==> config.mk <==
export PLATFORM = sky130hd
export DESIGN_NAME = riscv_memory_write_buffer
export DESIGN_NICKNAME = d
export VERILOG_FILES = /design/src/rtl/riscv_memory_write_buffer_pkg.sv /design/src/rtl/riscv_write_fifo.sv /design/src/rtl/riscv_memory_write_buffer.sv
export SDC_FILE = /design/constraint.sdc
export NUM_CORES = 1
export LEC_CHECK = 0
export CORE_MARGIN = 4
export CORE_UTILIZATION = 61
export CTS_BUF_LIST = sky130_fd_sc_hd__clkbuf_8
export DETAILED_ROUTE_END_ITERATION = 10
export PLACE_DENSITY = 0.83
export SLEW_MARGIN = 20
export SYNTH_ARGS = -nofsm -noshare
export SYNTH_HDL_FRONTEND = slang
export SYNTH_HIERARCHICAL = 1
export SYNTH_SLANG_ARGS = --single-unit
==> constraint.sdc <==
create_clock -name clock -period 5.2 [get_ports clock]
set_input_delay 1.04 -clock clock [delete_from_list [all_inputs] [get_ports clock]]
set_output_delay 1.04 -clock clock [all_outputs]
set_load 0.01 [all_outputs]
==> src/rtl/riscv_memory_write_buffer_pkg.sv <==
// Shared types and constants for the data-cache write buffer.
package riscv_memory_write_buffer_pkg;

   localparam int unsigned WORD_WIDTH = 32;
   localparam int unsigned TAG_WIDTH  = 30;

   typedef enum logic [1:0] {
      IDLE       = 2'd0,
      READ_WAIT  = 2'd1,
      WRITE_WAIT = 2'd2
   } wb_state_e;

   typedef struct packed {
      logic [WORD_WIDTH-1:0] address;
      logic [WORD_WIDTH-1:0] data;
   } wb_entry_t;

   // Word index of a byte address; byte-offset bits never take part in a match.
   function automatic logic [TAG_WIDTH-1:0] word_tag(input logic [WORD_WIDTH-1:0] address);
      return TAG_WIDTH'(address >> (WORD_WIDTH - TAG_WIDTH));
   endfunction

endpackage

==> src/rtl/riscv_write_fifo.sv <==
// Write-buffer storage: circular FIFO plus a youngest-match search port for forwarding.
module riscv_write_fifo
   import riscv_memory_write_buffer_pkg::*;
#(
   parameter int unsigned DEPTH = 4
) (
   input  logic                    clock,
   input  logic                    reset,
   input  logic                    push,
   input  wb_entry_t               push_entry,
   input  logic                    pop,
   output wb_entry_t               head_entry,
   output logic [$clog2(DEPTH):0]  count,
   output logic                    full,
   output logic                    empty,
   input  logic [WORD_WIDTH-1:0]   search_address,
   output logic                    search_hit,
   output logic [WORD_WIDTH-1:0]   search_data
);

   localparam int unsigned PTR_WIDTH = $clog2(DEPTH);
   localparam int unsigned CNT_WIDTH = PTR_WIDTH + 1;

   wb_entry_t             mem [DEPTH];
   logic [PTR_WIDTH-1:0]  rd_ptr;
   logic [PTR_WIDTH-1:0]  wr_ptr;

   assign full       = (count == CNT_WIDTH'(DEPTH));
   assign empty      = (count == '0);
   assign head_entry = mem[rd_ptr];

   always_ff @(posedge clock or negedge reset) begin
      if (!reset) begin
         rd_ptr <= '0;
         wr_ptr <= '0;
         count  <= '0;
      end else begin
         if (push) wr_ptr <= wr_ptr + 1'b1;
         if (pop)  rd_ptr <= rd_ptr + 1'b1;
         count <= count + CNT_WIDTH'(push) - CNT_WIDTH'(pop);
      end
   end

   // When full, a simultaneous pop makes wr_ptr equal to the retiring head slot.
   always_ff @(posedge clock) begin
      if (push) mem[wr_ptr] <= push_entry;
   end

   // Scan oldest to youngest so the last match left standing is the youngest.
   always_comb begin
      search_hit  = 1'b0;
      search_data = '0;
      for (int unsigned i = 0; i < DEPTH; i++) begin
         if (CNT_WIDTH'(i) < count &&
             word_tag(mem[rd_ptr + PTR_WIDTH'(i)].address) == word_tag(search_address)) begin
            search_hit  = 1'b1;
            search_data = mem[rd_ptr + PTR_WIDTH'(i)].data;
         end
      end
   end

endmodule

==> src/rtl/riscv_memory_write_buffer.sv <==
// Write buffer between the data cache and RAM: queued writes, read-miss service, store forwarding.
module riscv_memory_write_buffer
   import riscv_memory_write_buffer_pkg::*;
#(
   parameter int unsigned DEPTH = 4
) (
   input  logic                  clock,
   input  logic                  reset,
   input  logic [WORD_WIDTH-1:0] cache_address,
   input  logic                  cache_read,
   input  logic                  cache_write,
   input  logic [WORD_WIDTH-1:0] cache_write_data,
   output logic [WORD_WIDTH-1:0] cache_read_data,
   output logic                  cache_ready,
   output logic [WORD_WIDTH-1:0] cache_address_ready,
   output logic [WORD_WIDTH-1:0] ram_address,
   output logic                  ram_read,
   output logic                  ram_write,
   output logic [WORD_WIDTH-1:0] ram_write_data,
   input  logic [WORD_WIDTH-1:0] ram_read_data,
   input  logic                  ram_ack,
   output logic                  buffer_empty
);

   localparam int unsigned CNT_WIDTH = $clog2(DEPTH) + 1;

   wb_state_e             state;
   wb_entry_t             head_entry;
   wb_entry_t             push_entry;
   logic [CNT_WIDTH-1:0]  count;
   logic [CNT_WIDTH-1:0]  count_next;
   logic                  full;
   logic                  empty;
   logic                  search_hit;
   logic [WORD_WIDTH-1:0] search_data;
   logic                  fifo_push;
   logic                  fifo_pop;
   logic                  read_accept;
   logic                  forward;
   logic                  read_miss;
   logic                  ram_read_done;
   logic                  read_valid;
   logic [WORD_WIDTH-1:0] read_address;
   logic [WORD_WIDTH-1:0] read_data;
   logic [WORD_WIDTH-1:0] req_address;
   logic                  read_lock;
   logic                  ready_is_read;
   logic                  pending_valid;
   logic [WORD_WIDTH-1:0] pending_address;
   logic [WORD_WIDTH-1:0] pending_data;

   assign push_entry    = '{address: cache_address, data: cache_write_data};
   assign fifo_pop      = (state == WRITE_WAIT) && ram_ack;
   assign fifo_push     = cache_write && (!full || fifo_pop);
   assign count_next    = count + CNT_WIDTH'(fifo_push) - CNT_WIDTH'(fifo_pop);

   // A held read is taken once; read_lock blocks re-acceptance until its response has been shown.
   assign read_accept   = cache_read && !read_lock && (search_hit || state == IDLE);
   assign forward       = read_accept && search_hit;
   assign read_miss     = read_accept && !search_hit;
   assign ram_read_done = (state == READ_WAIT) && ram_ack;
   assign read_valid    = forward || ram_read_done;
   assign read_address  = forward ? cache_address : req_address;
   assign read_data     = forward ? search_data : ram_read_data;

   riscv_write_fifo #(.DEPTH(DEPTH)) u_fifo (
      .clock          (clock),
      .reset          (reset),
      .push           (fifo_push),
      .push_entry     (push_entry),
      .pop            (fifo_pop),
      .head_entry     (head_entry),
      .count          (count),
      .full           (full),
      .empty          (empty),
      .search_address (cache_address),
      .search_hit     (search_hit),
      .search_data    (search_data)
   );

   // RAM-side sequencer: read misses take priority over draining the FIFO head.
   always_ff @(posedge clock or negedge reset) begin
      if (!reset) begin
         state          <= IDLE;
         ram_read       <= 1'b0;
         ram_write      <= 1'b0;
         ram_address    <= '0;
         ram_write_data <= '0;
         req_address    <= '0;
         buffer_empty   <= 1'b1;
      end else begin
         buffer_empty <= (count_next == '0);
         case (state)
            IDLE: begin
               if (read_miss) begin
                  state       <= READ_WAIT;
                  ram_read    <= 1'b1;
                  ram_address <= cache_address;
                  req_address <= cache_address;
               end else if (!empty) begin
                  state          <= WRITE_WAIT;
                  ram_write      <= 1'b1;
                  ram_address    <= head_entry.address;
                  ram_write_data <= head_entry.data;
               end
            end
            READ_WAIT: begin
               if (ram_ack) begin
                  state    <= IDLE;
                  ram_read <= 1'b0;
               end
            end
            WRITE_WAIT: begin
               if (ram_ack) begin
                  state     <= IDLE;
                  ram_write <= 1'b0;
               end
            end
            default: state <= IDLE;
         endcase
      end
   end

   // Response port: write acks win; a colliding read response waits one slot in pending.
   always_ff @(posedge clock or negedge reset) begin
      if (!reset) begin
         cache_ready         <= 1'b0;
         cache_address_ready <= '0;
         cache_read_data     <= '0;
         ready_is_read       <= 1'b0;
         pending_valid       <= 1'b0;
         pending_address     <= '0;
         pending_data        <= '0;
         read_lock           <= 1'b0;
      end else begin
         if (fifo_push) begin
            cache_ready         <= 1'b1;
            cache_address_ready <= cache_address;
            cache_read_data     <= cache_write_data;
            ready_is_read       <= 1'b0;
            if (read_valid) begin
               pending_valid   <= 1'b1;
               pending_address <= read_address;
               pending_data    <= read_data;
            end
         end else if (pending_valid) begin
            cache_ready         <= 1'b1;
            cache_address_ready <= pending_address;
            cache_read_data     <= pending_data;
            ready_is_read       <= 1'b1;
            pending_valid       <= 1'b0;
         end else if (read_valid) begin
            cache_ready         <= 1'b1;
            cache_address_ready <= read_address;
            cache_read_data     <= read_data;
            ready_is_read       <= 1'b1;
         end else begin
            cache_ready   <= 1'b0;
            ready_is_read <= 1'b0;
         end

         if (read_accept)
            read_lock <= 1'b1;
         else if (cache_ready && ready_is_read)
            read_lock <= 1'b0;
      end
   end

endmodule

==> flow_metrics.py <==
metrics = {
    "timing": {
        "report.final.slew_viol_count": 0,
        "fmax_mhz": 199,
        "slew_headroom": 0.262,
        "tns_ns": 0,
        "finClkSkew_ns": 0.0240,
        "finalHoldViolCount": 0,
        "setup_viol": 0,
        "period_needed_ns": 5.02,
        "rsz0062_at_grt": "false",
        "fin_ws_ns": 0.181,
        "worst_pin_slew_ns": 1.11,
        "post-route-period-util": 0.965,
    },
    "synth": {
        "ys.warnings.count": 6,
        "ys_ff_latch": 496,
        "ys.flop_type": "edfxtp_1",
        "avgSynthCellArea_um2": 10.8,
        "syn_nets": 2725,
        "ys_seq_area_frac": 0.487,
        "synth_edf_count": 256,
        "synth_area_um2": 28100,
        "synth_cells": 2609,
        "ys_types": 73,
        "async_flop_share": 0.484,
    },
    "run_status": {
        "status": "complete, no violations",
    },
    "global_routing": {
        "antenna_found_initial": 4,
        "grt_pass1_wl_um": 134000,
        "grt_max_degree": 197,
        "grt.overflow.total": 0,
        "grt_usage": 0.344,
        "grt_pass1_vias": 23100,
    },
    "cells_and_area": {
        "final_cell_mix": "nand2_1, mux2i_1, a21oi_1",
        "register_area_um2": 13700,
        "fin_nets": 2936,
        "synthToLayoutAreaGrowth_pct": 16.8,
        "layoutNonFillerInstCount": 3490,
        "fillCellCount": 3111,
        "drive_gt1_frac": 0.134,
        "final_common_cell": "nand2_1",
        "multi_input_area_um2": 13200,
    },
    "drt": {
        "routed_wl_um": 87800,
        "wl_per_cell_um": 25.2,
        "drt_iter0_markers": 3036,
        "drc_errors": 0,
        "drtAntennaViolNets": 0,
        "vias": 23500,
        "first_pass_iters": 9,
        "vias_per_cell": 6.74,
    },
    "clocking": {
        "clk_path_buf_depth": 3,
        "post-cts-setup-buffer-count": 0,
        "cts_hold_buf": 0,
        "cts_tree": "built",
        "clock_latency_ns": 0.67,
        "clk_pin_slew_ns": 0.05,
        "cts_resized": 0,
        "cts-buffers-inserted": 84,
        "root_buffer": "clkbuf_8",
        "cts_sinks": 496,
        "htreeDepth": 3,
    },
    "run": {
        "drv_cap": 0,
    },
    "floorplanning": {
        "rows": 78,
        "die_width_um": 223,
        "io_pins": 233,
        "core_area_um2": 45500,
        "die_y_um": 223,
        "die_area_um2": 49600,
        "start_util": 0.619,
    },
    "power_and_ir_drop": {
        "powerDensity_nw_per_um2": 567,
        "comb_power_share": 0.478,
        "irDropWorstVdd_mv": 0.630,
        "power_frac_seq": 0.339,
        "sw_frac_of_total": 0.406,
        "p_total_uw": 18600,
        "p_leak_uw": 0.0130,
        "p_switching_uw": 7560,
        "clkPwrFrac": 0.183,
        "internal-power_uw": 11100,
    },
    "hold_path": {
        "min_path_type": "in2async",
    },
    "setup_path": {
        "cp.arrival_ns": 5.59,
        "worst-setup-path-type": "reg2reg",
        "rr_startpoint": "u_fifo/rd_ptr[1]",
        "critPathLaunchType": "flop",
        "crit_path_start": "u_fifo/rd_ptr[1]",
        "required_ns": 5.77,
        "worst-path-max-fanout": 47,
        "critPathCaptureType": "flop",
    },
    "placement": {
        "hpwl_um": 58100,
        "place_congestion": 0.989,
        "port_buffers": 232,
        "dp.cells": 3334,
        "post-place-ws_ns": 0.149,
    },
}
## registers in the layout, summed over array words and instances (netlist names), 2 cells and up
register             cells
cache_address_ready     32
cache_read_data         32
pending_address         32
pending_data            32
ram_address             32
ram_write_data          32
req_address             32
state                    2
u_fifo/count             3
u_fifo/mem             256
u_fifo/rd_ptr            2
u_fifo/wr_ptr            2
## path summary, 6_finish.rpt
kind / end / slack, ns / cells past startpoint
max in group asynchronous: cache_read_data[20] / 3.54 / 2
max reg2reg: cache_address_ready[23] / 0.18 / 14
min in group clock: req_address[6] / 0.48 / 2
max: cache_address_ready[23] / 0.18 / 14
min reg2reg: req_address[6] / 0.48 / 2
min: cache_address_ready[13] / 0.47 / 1
## cell usage after synthesis, types with 49 or more instances
cell / n / area share
mux2i_1: 283 / 0.10
mux2_2: 82 / 0.033
a211o_1: 64 / 0.020
clkbuf_1: 96 / 0.013
buf_2: 49 / 0.0087
xnor2_1: 73 / 0.023
a21oi_1: 267 / 0.047
o21ai_0: 168 / 0.030
nand2_1: 320 / 0.043
nand3_1: 64 / 0.011
nor2_1: 216 / 0.029
dfrtp_1: 239 / 0.21
edfxtp_1: 256 / 0.27
## critical path, cell delays in order, from the launching register on
cell and delay, ns:
dfrtp_4 0.95, buf_12 0.28, mux2i_1 0.47, o22ai_1 0.19, o21ai_1 0.18, nand4_1 0.17, or4_1 0.58, or4_4 0.48
nand3_2 0.10, nand2b_1 0.20, and3b_2 0.32, buf_12 0.31, mux2i_1 0.15, a211o_1 0.33, a21oi_1 0.13
## cell type report
cell class	count	area share
multi-input cells	1867	0.401
clock buffers	98	0.0410
well taps	600	0.0228
diodes	4	0.000305
repair buffers	343	0.105
flip-flops and latches	496	0.417
inverters	28	0.00335
clock inverters	54	0.00872
## layer usage
metal,GRT usage,routed length (um),vias to the layer above
met5,0,7,-
met2,0.536,40000,1707
li1,-,-,10000
met4,0.125,3170,2
met3,0.0781,10700,284
met1,0.481,34000,11500
## metrics by stage
step	area, um^2	hold slack [ns]	util
detailed placement	31200	0.464	0.686
global placement	31200	0.457	0.686
floorplan	28100	0.445	-
finish	32900	0.473	0.723
global route	32900	0.501	0.722
CTS	32900	0.469	0.722
## logic make-up (layout without fill, tap and decap cells)
family,count (synthesis),in the layout,synth area share
multiplexers,429,429,0.187
buffers and inverters,246,523,0.0469
other,0,4,0
AO/OA/AOI/OAI,642,642,0.139
XOR/XNOR,104,104,0.0324
flip-flops,496,496,0.487
adder cells (fa/ha/maj),15,15,0.00720
AND/OR/NAND/NOR,677,677,0.101
## power groups by stage
stage               Sequential (uW)  Combinational, uW  Clock, uW
CTS                            6280               8730       3430
floorplan                      6190               5630          0
global placement               6250               8410          0
finish                         6310               8900       3410
global route                   6420               9450       3640
detailed placement             6340               8670          0
Note: power is estimated with default switching activity, not from simulation.
